--- src/rtl/uart_tx_scheduler_pkg.sv ---
// Shared types and helpers for the UART transmit scheduler.
//   tx_sched_state_e : scheduler FSM states
//   NUM_TX_REQ       : default number of byte-stream requesters
//   onehot_to_idx    : encodes a one-hot vector (up to 8 bits) to its index
package uart_tx_scheduler_pkg;

  localparam int unsigned NUM_TX_REQ = 4;

  typedef enum logic [1:0] {
    StIdle,
    StXfer,
    StDrain,
    StCfg
  } tx_sched_state_e;

  function automatic logic [2:0] onehot_to_idx(input logic [7:0] oh);
    logic [2:0] idx;
    idx = '0;
    for (int unsigned i = 0; i < 8; i++) begin
      if (oh[i]) idx = idx | 3'(i);
    end
    return idx;
  endfunction

endpackage

--- src/rtl/uart_tx_scheduler_rr_arbiter.sv ---
// Combinational round-robin arbiter: picks the first asserted request at or
// after ptr, wrapping cyclically.
//   req : request vector
//   ptr : index with highest priority this round
//   gnt : one-hot grant (all zero when no request)
module uart_tx_scheduler_rr_arbiter #(
  parameter int unsigned NUM_REQ = 4
) (
  input  logic [NUM_REQ-1:0]         req,
  input  logic [$clog2(NUM_REQ)-1:0] ptr,
  output logic [NUM_REQ-1:0]         gnt
);

  logic [NUM_REQ-1:0] mask;
  logic [NUM_REQ-1:0] hi;
  logic [NUM_REQ-1:0] sel;

  always_comb begin
    // Bits at or above ptr; if none of those request, wrap to the lowest requester.
    mask = ~((NUM_REQ'(1) << ptr) - NUM_REQ'(1));
    hi   = req & mask;
    sel  = (|hi) ? hi : req;
    // Isolate the lowest set bit.
    gnt  = sel & (~sel + NUM_REQ'(1));
  end

endmodule

--- src/rtl/uart_tx_scheduler.sv ---
// Shares the UART TX FIFO between NUM_REQ byte-stream requesters and a
// configuration source. Requesters are granted round-robin per packet, with
// a burst cap forcing re-arbitration. A configuration request waits for the
// current packet, drains the FIFO and in-flight frames, then holds
// config_req_mst_o until the transmitter reports req_done_i.
//   clk_i, rst_i            : clock, synchronous active-high reset
//   req_valid/data/last_i   : per-requester byte stream
//   req_ready_o, grant_o    : per-requester accept, one-hot grant
//   cfg_req_i               : configuration request pulse
//   cfg_busy_o, cfg_ack_o   : config pending/active, completion pulse
//   tx_data_o, tx_fifo_*    : TX FIFO write side and status
//   tx_done_i               : one pulse per transmitted frame
//   req_done_i              : transmitter finished configuration
//   config_req_mst_o        : level configuration request to transmitter
module uart_tx_scheduler
  import uart_tx_scheduler_pkg::*;
#(
  parameter int unsigned NUM_REQ     = NUM_TX_REQ,
  parameter int unsigned MAX_BURST   = 16,
  parameter int unsigned OUTST_DEPTH = 64
) (
  input  logic                 clk_i,
  input  logic                 rst_i,
  input  logic [NUM_REQ-1:0]   req_valid_i,
  input  logic [NUM_REQ*8-1:0] req_data_i,
  input  logic [NUM_REQ-1:0]   req_last_i,
  output logic [NUM_REQ-1:0]   req_ready_o,
  output logic [NUM_REQ-1:0]   grant_o,
  input  logic                 cfg_req_i,
  output logic                 cfg_busy_o,
  output logic                 cfg_ack_o,
  output logic [7:0]           tx_data_o,
  output logic                 tx_fifo_write_o,
  input  logic                 tx_fifo_full_i,
  input  logic                 tx_fifo_empty_i,
  input  logic                 tx_done_i,
  input  logic                 req_done_i,
  output logic                 config_req_mst_o
);

  localparam int unsigned PtrW   = $clog2(NUM_REQ);
  localparam int unsigned BurstW = $clog2(MAX_BURST + 1);
  localparam int unsigned OutstW = $clog2(OUTST_DEPTH + 1);

  tx_sched_state_e     state_q, state_d;
  logic [PtrW-1:0]     rr_q, rr_d;
  logic [NUM_REQ-1:0]  grant_q, grant_d;
  logic [BurstW-1:0]   burst_q, burst_d;
  logic [OutstW-1:0]   outst_q, outst_d;
  logic                cfg_pend_q, cfg_pend_d;
  logic                cfg_mst_q, cfg_mst_d;
  logic                cfg_ack_q, cfg_ack_d;

  logic [NUM_REQ-1:0]  arb_gnt;
  logic [NUM_REQ-1:0]  ready;
  logic                wr;
  logic                last;
  logic                dec;
  logic                cfg_busy;
  logic                cfg_set;
  logic [PtrW-1:0]     grantee_idx;
  logic [PtrW-1:0]     rr_next;
  logic [7:0]          tx_data;

  uart_tx_scheduler_rr_arbiter #(
    .NUM_REQ (NUM_REQ)
  ) u_arb (
    .req (req_valid_i),
    .ptr (rr_q),
    .gnt (arb_gnt)
  );

  // Datapath: the grantee's byte goes straight to the FIFO with no latency.
  always_comb begin
    ready   = (state_q == StXfer) ? (grant_q & {NUM_REQ{~tx_fifo_full_i}}) : '0;
    wr      = |(req_valid_i & ready);
    last    = |(req_last_i & grant_q);
    tx_data = '0;
    for (int unsigned k = 0; k < NUM_REQ; k++) begin
      if (grant_q[k]) tx_data = tx_data | req_data_i[8*k +: 8];
    end
    grantee_idx = PtrW'(onehot_to_idx(8'(grant_q)));
    rr_next     = (grantee_idx == PtrW'(NUM_REQ - 1)) ? '0 : grantee_idx + PtrW'(1);
  end

  assign cfg_busy = cfg_pend_q | (state_q == StCfg);
  // Pulses arriving while a configuration is already pending/active are dropped.
  assign cfg_set  = cfg_req_i & ~cfg_busy;
  // A frame completing with nothing outstanding is ignored by the counter.
  assign dec      = tx_done_i & (outst_q != '0);

  always_comb begin
    state_d    = state_q;
    rr_d       = rr_q;
    grant_d    = grant_q;
    burst_d    = burst_q;
    cfg_pend_d = cfg_pend_q | cfg_set;
    cfg_mst_d  = cfg_mst_q;
    cfg_ack_d  = 1'b0;

    case (state_q)
      StIdle: begin
        // A same-cycle config pulse already outranks waiting data.
        if (cfg_pend_q || cfg_set) begin
          state_d = StDrain;
        end else if (|req_valid_i) begin
          grant_d = arb_gnt;
          state_d = StXfer;
        end
      end
      StXfer: begin
        if (wr) begin
          if (last || (burst_q == BurstW'(MAX_BURST - 1))) begin
            rr_d    = rr_next;
            grant_d = '0;
            burst_d = '0;
            state_d = StIdle;
          end else begin
            burst_d = burst_q + BurstW'(1);
          end
        end
      end
      StDrain: begin
        if (tx_fifo_empty_i && (outst_q == '0)) begin
          state_d   = StCfg;
          cfg_mst_d = 1'b1;
        end
      end
      StCfg: begin
        if (req_done_i) begin
          state_d    = StIdle;
          cfg_mst_d  = 1'b0;
          cfg_ack_d  = 1'b1;
          cfg_pend_d = 1'b0;
        end
      end
      default: state_d = StIdle;
    endcase
  end

  always_comb begin
    outst_d = outst_q;
    case ({wr, dec})
      2'b10:   outst_d = outst_q + OutstW'(1);
      2'b01:   outst_d = outst_q - OutstW'(1);
      default: outst_d = outst_q;
    endcase
  end

  always_ff @(posedge clk_i) begin
    if (rst_i) begin
      state_q    <= StIdle;
      rr_q       <= '0;
      grant_q    <= '0;
      burst_q    <= '0;
      outst_q    <= '0;
      cfg_pend_q <= 1'b0;
      cfg_mst_q  <= 1'b0;
      cfg_ack_q  <= 1'b0;
    end else begin
      state_q    <= state_d;
      rr_q       <= rr_d;
      grant_q    <= grant_d;
      burst_q    <= burst_d;
      outst_q    <= outst_d;
      cfg_pend_q <= cfg_pend_d;
      cfg_mst_q  <= cfg_mst_d;
      cfg_ack_q  <= cfg_ack_d;
    end
  end

  // A frame completion with nothing outstanding means transmitter and counter disagree.
  assert property (@(posedge clk_i) disable iff (rst_i) !(tx_done_i && (outst_q == '0)));

  assign req_ready_o      = ready;
  assign grant_o          = grant_q;
  assign tx_fifo_write_o  = wr;
  assign tx_data_o        = tx_data;
  assign cfg_busy_o       = cfg_busy;
  assign cfg_ack_o        = cfg_ack_q;
  assign config_req_mst_o = cfg_mst_q;

endmodule

--- config.mk ---
export PLATFORM = sky130hd
export DESIGN_NAME = uart_tx_scheduler
export DESIGN_NICKNAME = d
export VERILOG_FILES = /design/src/rtl/uart_tx_scheduler_pkg.sv /design/src/rtl/uart_tx_scheduler_rr_arbiter.sv /design/src/rtl/uart_tx_scheduler.sv
export SDC_FILE = /design/constraint.sdc
export NUM_CORES = 1
export LEC_CHECK = 0
export CORE_AREA = 8 8 58 84
export DETAILED_ROUTE_END_ITERATION = 12
export DIE_AREA = 0 0 66 92
export PLACE_DENSITY = 0.86
export SLEW_MARGIN = 20
export SYNTH_ARGS = -nofsm -noshare
export SYNTH_HDL_FRONTEND = slang
export SYNTH_SLANG_ARGS = --single-unit
export TNS_END_PERCENT = 20
--- constraint.sdc ---
create_clock -name clk_i -period 3.9 [get_ports clk_i]
set_input_delay 0.78 -clock clk_i [delete_from_list [all_inputs] [get_ports clk_i]]
set_output_delay 0.78 -clock clk_i [all_outputs]
set_load 0.01 [all_outputs]
# After elaboration in Yosys (flattened, before gate mapping)
# Cells that the tools add are included.
# op_classes
add_sub_neg,6
n_mul,0
div,0
magnitude_cmp,0
eq_ne,14
shifts,1
mux,30
n_bitwise,17
n_reduce_logical,19
# op_table
operator,count
$mux 8,4
$mux 4,6
$or 8x8->8,3
$and 4x4->4,5
$mux 2,9
$reduce_or 4->1,4
$pmux 7 s2,1
$ne 2x2->1 const B,5
$reduce_and 5->1,2
$eq 2x2->1 const B,4
$not 4->4,2
$pmux 2 s4,1
$pmux 4 s2,1
$add 7x1->7 const B,1
$logic_not 7->1,1
$reduce_bool 7->1,1
$sub 7x1->7 const B,1
$mux 1,6
$reduce_and 3->1,2
$reduce_bool 2->1,3
$add 5x1->5 const B,1
$eq 5x4->1 const B,1
$mux 5,1
$add 4x1->4 const B,1
other kinds (15),21
# totals
reg_bits,23
latchBits,0
ramBits,0
mem_bits_ro,0
in_bits,47
output_inout_bits,20
elab_cells,95
n_memories,0

# Logic depth before layout (Yosys ltp)
# Gate-level depths: netlist of the first run.
# logic_depth
depth_word,12
depth_mapped,12
mapped_depth_nobuf,11

# Modules after synthesis
# A second synthesis of the first run with hierarchy kept.
# unflattened
cells_unflattened,222
area_unflattened_um2,1750.4
# modules_own_cells
mod,instances,cells_each,area_each_um2,seq_area_each_um2
uart_tx_scheduler,1,206,1652.8,460.4
uart_tx_scheduler_rr_arbiter,1,16,97.6,0.0

# Worst setup path before layout of the first run
# Ideal clock, no wire load.
# synth_path
path_type,input to register
start,input tx_fifo_full_i
end,register outst_q[5]
setup_ps,134
arrival_ps,2817
t_required_ps,3766
path_slack_ps,949
cell_stages,9
n_path_buf,1
path_cell_list,nor3b_4 -> a21bo_1 -> buf_6 -> ha_1 -> ha_1 -> a21o_1 -> a21boi_0 -> nor3_1 -> or4_1
# synth_via
elab_chain_len,7
word_cells_on_any_way,9
cone_classes,2 x eq/ne; 2 x mux; 3 x bitwise; 2 x reduce/logical
# synth_lines
element,line,text
from (decl),uart_tx_scheduler.sv:34,"input logic tx_fifo_full_i,"
$not 1->1 *,uart_tx_scheduler.sv:75,ready = (state_q == StXfer) ? (grant_q & {NUM_REQ{~tx_fifo_full_i}}) : '0;
$and 4x4->4 *,uart_tx_scheduler.sv:75,
$mux 4 *,uart_tx_scheduler.sv:75,
$and 4x4->4 *,uart_tx_scheduler.sv:76,wr = |(req_valid_i & ready);
$reduce_or 4->1 *,uart_tx_scheduler.sv:76,
$eq 2x1->1 / $eq 2x2->1 (equally long branches),uart_tx_scheduler.sv:143,"case ({wr, dec})"
$pmux 7 s2 / $reduce_bool 2->1 (equally long branches),n/a,
to (signal assigned),uart_tx_scheduler.sv:165,outst_q <= outst_d;
to (decl),uart_tx_scheduler.sv:49,"logic [OutstW-1:0] outst_q, outst_d;"
# Every way passes the cells marked *; elsewhere a longest branch is shown, timed or not.
# A chain may end at the register's enable or synchronous reset.

# Final worst setup path of the first run
# layout_path
start,input tx_fifo_full_i
end,output tx_fifo_write_o
# layout_via
elab_chain_len,5
# layout_lines
element,line,text
$not 1->1,uart_tx_scheduler.sv:75,
$and 4x4->4,uart_tx_scheduler.sv:75,
$mux 4,uart_tx_scheduler.sv:75,
$and 4x4->4,uart_tx_scheduler.sv:76,
$reduce_or 4->1,uart_tx_scheduler.sv:76,
to (decl),uart_tx_scheduler.sv:33,"output logic tx_fifo_write_o,"
# Every way passes these cells.

==> results of run 1 <==
==> power by group through the flow <==
| stage | registers, mW | clock network (mW) | logic [mW] |
|---|---|---|---|
| 2_1_floorplan | 0.253 | 0 | 0.0719 |
| 3_3_place_gp | 0.263 | 0 | 0.136 |
| 3_5_place_dp | 0.264 | 0 | 0.138 |
| 4_1_cts | 0.258 | 0.147 | 0.139 |
| 5_1_grt | 0.260 | 0.158 | 0.149 |
| 6_report | 0.258 | 0.143 | 0.138 |
==> final cells by class <==
cell class	count	area share, %
Tap cell	43	2.28
Clock buffer	4	1.91
Sequential cell	23	19.5
Timing Repair Buffer	68	28.7
Multi-Input combinational cell	166	46.0
Inverter	7	1.65
==> layout by cell type, fill, tap and decap left out, types with 4 or more instances in the layout <==
cell,Yosys,layout
nand2_1,22,22
and2_2,4,4
nor4_1,4,4
nor2_1,23,23
a22oi_1,20,20
dfxtp_1,23,23
ha_1,8,8
clkdlybuf4s50_1,0,66
nand2b_1,5,5
nand3_1,4,4
a21oi_1,16,16
o21ai_0,8,8
and3_1,4,4
inv_1,6,6
==> worst min-delay path: cells and delay by family (launching register included) <==
kind | cells | cell delay (ps)
and+or+nand+nor | 1 | 60
AOI/OAI and AO/OA | 1 | 50
DFF | 1 | 330
==> logic make-up after synthesis <==
group / count (synthesis) / share of synthesized area [%]
adders and majority gates: 9 / 7.25
xor gates and xnor gates: 3 / 1.59
and+or+nand+nor: 89 / 28.8
buffers and inverters: 18 / 6.87
muxes: 2 / 1.21
DFF: 23 / 27.8
AOI/OAI and AO/OA: 63 / 26.5
==> stage by stage <==
stage,power [mW],cell area (sq um)
final,0.539,2360
after global routing,0.568,2360
after detailed placement,0.402,2310
after floorplan,0.325,1660
after CTS,0.543,2360
after global placement,0.400,2310
==> sequential cells by signal, indices dropped and copies added (netlist names) <==
register          flops
cfg_pend_q            1
burst_q               5
config_req_mst_o      1
rr_q                  2
outst_q               7
cfg_ack_o             1
grant_o               4
state_q               2
==> per-layer routing <==
metal	share of wire, %	vias up
li1	-	885
met1	41	790
met2	50	67
met3	8.7	6
met4	0.96	0
met5	0	-
==> final timing paths <==
| path | endpoint | slack (ps) | start |
|---|---|---|---|
| worst max-delay path | tx_fifo_write_o | 590 | tx_fifo_full_i |
| worst min-delay path | burst_q[2] | 480 | burst_q[2] |
| worst max register to register | outst_q[5] | 1020 | outst_q[3] |
| worst min register to register | burst_q[2] | 480 | burst_q[2] |
==> flow_summary.yaml, run 1 <==
outcome:
  status: "finished clean"
route:
  route.detailed.drc: 0
  detailedRoute.firstPassIterationCount: 4
  routed-via-count: 1748
  drt-wirelength-per-cell_microns: 15.5
  drtIter0Drc: 94
  postRouteAntennaNets: 0
  vias_cell: 5.62
  routed_wirelength_microns: 4810
finish:
  area.growth.synth_to_final_pct: 42.2
  final_net_count: 325
  post_route_cells_drive_above_1_share_pct: 7.46
  insertedDiodeCount: 0
  layout.core_utilization_pct: 64.6
  final.fill_count: 311
  multiInputGateArea_sq_um: 1080
  fin_cells: 311
  area.sequential_sq_um: 460
power:
  worst_ir_drop_vdd_v: 0.000242
  swShare_pct: 25.7
  power.density_nw_per_um2: 229
  lkg_pwr_nw: 0.910
  clock_power_share_pct: 26.6
  power_frac_comb_pct: 25.5
  p_int_uw: 400
  power.net_switching_uw: 139
  seq_power_share_pct: 47.9
yosys:
  post_synth_main_area_contributors: "dfxtp_1 (28%), a22oi_1 (9.1%), ha_1 (6.0%)"
  mappedNetlistArea_sq_um: 1660
  syn-mean-instance-area_sq_um: 8.01
  ys_seq_area_share_pct: 27.8
  synthArstFlopShare_pct: 0
  mappedNetlistNets: 263
  post-synth-top-area-fraction_pct: 27.8
  synth_edf_count: 0
  synth-warning-count: 0
  cell_type_with_the_largest_total_area_after_synthesis: "dfxtp_1"
  post_synth_inst_count: 207
  most_instantiated_flip_flop_cell_in_the_synthesis_netlist: "dfxtp_1"
  synth-seq-cells: 23
  synth_cell_type_count: 51
  netlist_top_cells_count: "dfxtp_1 (23), nor2_1 (23), nand2_1 (22)"
placed_design:
  post-place-cells: 307
  place.detailed.hpwl_microns: 3930
  place_ws_ps: 366
  port_buffers: 66
  place_congestion: 0.850
grt:
  grt_peak_use_layer: "met2"
  antenna_found_initial: 0
  groute.layer.met1.usage_pct: 15.5
  globalRouteTotalUtil_pct: 15.4
  first_global_vias: 1754
  grt_start_max_net_pins: 16
  first_pass_grt_wire_length_microns: 7810
  grt_util_met3_pct: 3.65
  total_congestion_overflow_after_global_routing: 0
  grtUsageMet2_pct: 29.6
floorplan:
  rows: 27
  floorplan.initialDensity_pct: 45.4
  floorplan.die.height_microns: 92
  die_footprint_sq_um: 6070
  io_pins: 67
  die_w_microns: 66
  core_region_area_sq_um: 3650
cts:
  cts_tree: "built"
  cts_root_buf: "clkbuf_8"
  post-cts-setup-buffer-count: 0
  worst_setup_hold_path_clk_slew_ps: 70
  cts-htree-levels: 1
  clk-insertion-delay-late_ps: 260
  numCtsBuffers: 3
  post_cts_resized: 0
  cts_buffer_depth: 2
  holdBufCountCts: 0
  clock_sink_count: 23
worst_setup_path:
  critical_path_cell_count: 6
  critical_path.top_delay_family: "buffers and inverters"
  setup.worst_path.class: "in -> out"
  crit_top_cell: "clkdlybuf4s50_1"
  timing.critical_path.arrival_ps: 2530
  crit_path_max_incr_delay_ps: 520
  critical_path.cell_chain: "clkdlybuf4s50_1 > nor3b_4 > a21bo_1 > buf_4 > clkinv_8 > clkdlybuf4s50_1"
  crit_buf_inv: 4
  critical_path.slowest_cell: "clkdlybuf4s50_1"
  critical_path_required_ps: 3120
  worst_r2r_path_depth: 9
  startpoint_type: "input port"
  cp_max_fo: 7
  cp-end-kind: "output port"
sta:
  setup_slack_of_the_critical_path_after_layout_ps: 592
  setup_total_negative_slack_ps: 0
  final.setup_skew_ps: 2.94
  final.min_clock_period_ps: 3310
  hold_viol: 0
  setup_viol: 0
  finalCritPeriodShare_pct: 84.8
  max_freq_mhz: 302
  max_slew_margin_pct: 64.5
  worst_pin_slew_ps: 532
  rsz_0062_raised_after_global_routing: "no"
  fin_hold_ws_ps: 478
  timing_max_transition_violations_final: 0
worst_hold_path:
  worst_hold_check_path_type: "reg -> reg"
  min_delay_path_depth: 2
flow_run:
  max_cap_check_violation_count: 0
(Power assumes the default switching activity.)
==> inputs of run 2 (changes only) <==
--- a/config.mk
+++ b/config.mk
@@ -5,10 +5,10 @@
 export SDC_FILE = /design/constraint.sdc
 export NUM_CORES = 1
 export LEC_CHECK = 0
-export CORE_AREA = 8 8 58 84
+export CORE_AREA = 8 8 63 91
 export DETAILED_ROUTE_END_ITERATION = 12
-export DIE_AREA = 0 0 66 92
-export PLACE_DENSITY = 0.86
+export DIE_AREA = 0 0 71 99
+export PLACE_DENSITY = 0.76
 export SLEW_MARGIN = 20
 export SYNTH_ARGS = -nofsm -noshare
 export SYNTH_HDL_FRONTEND = slang
==> constraint.sdc (replaced) <==
create_clock -name clk_i -period 2.9 [get_ports clk_i]
set_input_delay 0.58 -clock clk_i [delete_from_list [all_inputs] [get_ports clk_i]]
set_output_delay 0.58 -clock clk_i [all_outputs]
set_load 0.01 [all_outputs]
==> run 2 against run 1 <==
  * Clock skew about the same
  * Via count up 6.6%
  * Utilization down 5.7 points
  * Global-route usage up 0.066 points
  * Combinational power up 63%
  * Die area up 16%
  * Largest cell class unchanged
  * Largest power group unchanged
==> flow_summary.yaml, run 2 (synthesized netlist as in run 1, its figures left out) <==
outcome:
  status: "finished clean"
route:
  drt-wirelength-per-cell_microns: 15.6
  drtIter0Drc: 73
  detailedRoute.firstPassIterationCount: 4
  postRouteAntennaNets: 0
  routed_wirelength_microns: 5350
  routed-via-count: 1863
  vias_cell: 5.45
  route.detailed.drc: 0
worst_setup_path:
  critical_path.cell_chain: "clkdlybuf4s50_1 > nor3b_4 > a21bo_4 > ha_4 > ha_1 > a21o_1 > a21boi_1 > nor3_1 > or4_1"
  timing.critical_path.arrival_ps: 2920
  critical_path.slowest_cell: "or4_1"
  cp_max_fo: 6
  startpoint_type: "input port"
  reg2reg_setup_slack_ps: 180
  worst_r2r_path_depth: 9
  critical_path_required_ps: 3040
  crit_path_max_incr_delay_ps: 500
  worstReg2RegStart: "outst_q[3]"
  setup.worst_path.class: "in -> reg"
  regToRegEndpoint: "outst_q[5]"
  critPathLaunch: "tx_fifo_full_i"
  cp-end-kind: "flop"
cts:
  holdBufCountCts: 0
  cts_buffer_depth: 2
  cts_tree: "built"
  cts-htree-levels: 1
  numCtsBuffers: 3
  post-cts-setup-buffer-count: 0
  clock_sink_count: 23
  cts_root_buf: "clkbuf_8"
  clk-insertion-delay-late_ps: 260
  worst_setup_hold_path_clk_slew_ps: 80
power:
  swShare_pct: 26.1
  p_int_uw: 557
  power_frac_comb_pct: 29.9
  seq_power_share_pct: 44.2
  lkg_pwr_nw: 1.07
  worst_ir_drop_vdd_v: 0.000144
  clock_power_share_pct: 25.9
  power.density_nw_per_um2: 289
  power.net_switching_uw: 197
sta:
  final.min_clock_period_ps: 2780
  max_slew_margin_pct: 62.6
  setup_total_negative_slack_ps: 0
  max_freq_mhz: 359
  setup_viol: 0
  worst_pin_slew_ps: 556
  final.setup_skew_ps: 2.98
  finalCritPeriodShare_pct: 96.0
  setup_slack_of_the_critical_path_after_layout_ps: 115
  timing_max_transition_violations_final: 0
  hold_viol: 0
worst_hold_path:
  launch_instance_of_the_worst_min_delay_path: "burst_q[2]"
  worst_hold_check_path_type: "reg -> reg"
  worst_hold_path.endpoint: "burst_q[2]"
  min_delay_path_depth: 2
floorplan:
  die_footprint_sq_um: 7030
  floorplan.die.height_microns: 99
  die_w_microns: 71
  core_region_area_sq_um: 4430
  rows: 30
  io_pins: 67
  floorplan.initialDensity_pct: 37.4
grt:
  grt_start_max_net_pins: 26
  total_congestion_overflow_after_global_routing: 0
  antenna_found_initial: 0
  globalRouteTotalUtil_pct: 15.4
  first_global_vias: 1850
  first_pass_grt_wire_length_microns: 8900
placed_design:
  place_ws_ps: -345
  placedInstanceArea_sq_um: 2510
  place.detailed.hpwl_microns: 4400
  place_congestion: 0.901
  port_buffers: 66
finish:
  final.fill_count: 392
  largest_register_ff_count: 7
  final_net_count: 351
  insertedDiodeCount: 0
  max_flop_register: "outst_q"
  mostFrequentLayoutCells: "clkdlybuf4s50_1 (65), buf_4 (28), nor2_1 (23), dfxtp_1 (23), nand2_1 (22)"
  post_route_cells_drive_above_1_share_pct: 18.0
  layout.cell_area.non_filler_sq_um: 2610
  layout_commonest_cell: "clkdlybuf4s50_1"
  area.growth.synth_to_final_pct: 57.4
flow_run:
  max_cap_check_violation_count: 0
==> run 2: cell count changes in the layout (fill, tap and decap cells not counted), sizes merged <==
cell / change
dlymetal6s2s: +1
buf: +26
clkdlybuf4s50: -1
==> run 2: power by group through the flow <==
stage,logic (mW),clock network (mW),registers (mW)
2_1_floorplan,0.0967,0,0.341
3_3_place_gp,0.220,0,0.340
3_5_place_dp,0.223,0,0.341
4_1_cts,0.224,0.203,0.333
5_1_grt,0.246,0.217,0.335
6_report,0.225,0.195,0.333
==> run 2: worst max-delay path by stage <==
stage | cells after the start | slack, ps | endpoint
CTS | 9 | 10 | outst_q[5]
finish | 9 | 120 | outst_q[5]
global route | 11 | -10 | outst_q[6]
detailed placement | 9 | -350 | outst_q[5]
floorplan | 9 | 150 | outst_q[5]
global placement | 9 | -290 | outst_q[5]
==> run 2: through the flow <==
stage	power (mW)	hold slack [ps]	util (%)	cells
global route	0.797	518	58.9	342
finish	0.754	486	58.9	342
detailed placement	0.563	482	56.8	338
floorplan	0.437	446	-	207
CTS	0.761	490	57.9	342
global placement	0.561	465	56.8	338
==> run 2: worst max-delay path: cells and delay by family <==
| kind | cells | cell delay, ps |
|---|---|---|
| compound gates | 3 | 640 |
| fa+ha+maj | 2 | 440 |
| buf+inv | 1 | 460 |
| simple gates | 3 | 800 |
==> run 2: final cells by class <==
class	count	area [sq um]	share of cell area (%)
Timing Repair Buffer	94	873	33.5
Multi-Input combinational cell	166	1130	43.4
Tap cell	48	60.1	2.30
Inverter	7	38.8	1.49
Sequential cell	23	460	17.6
Clock buffer	4	45.0	1.73
==> run 2: repair_timing <==
action                                  CTS  global route
endpoints found under the setup margin    2             3
hold endpoints to repair                  0             0
pin swaps                                 0             1
gates cloned                              0             0
gates resized for setup                   2            11
==> run 2: routing by layer <==
metal	track usage [%]	vias up	part of all wire, %
met5	0	-	0
met4	4.83	0	1.4
met3	4.37	8	7.8
met2	27.9	74	48
met1	16.7	844	43
li1	-	937	-
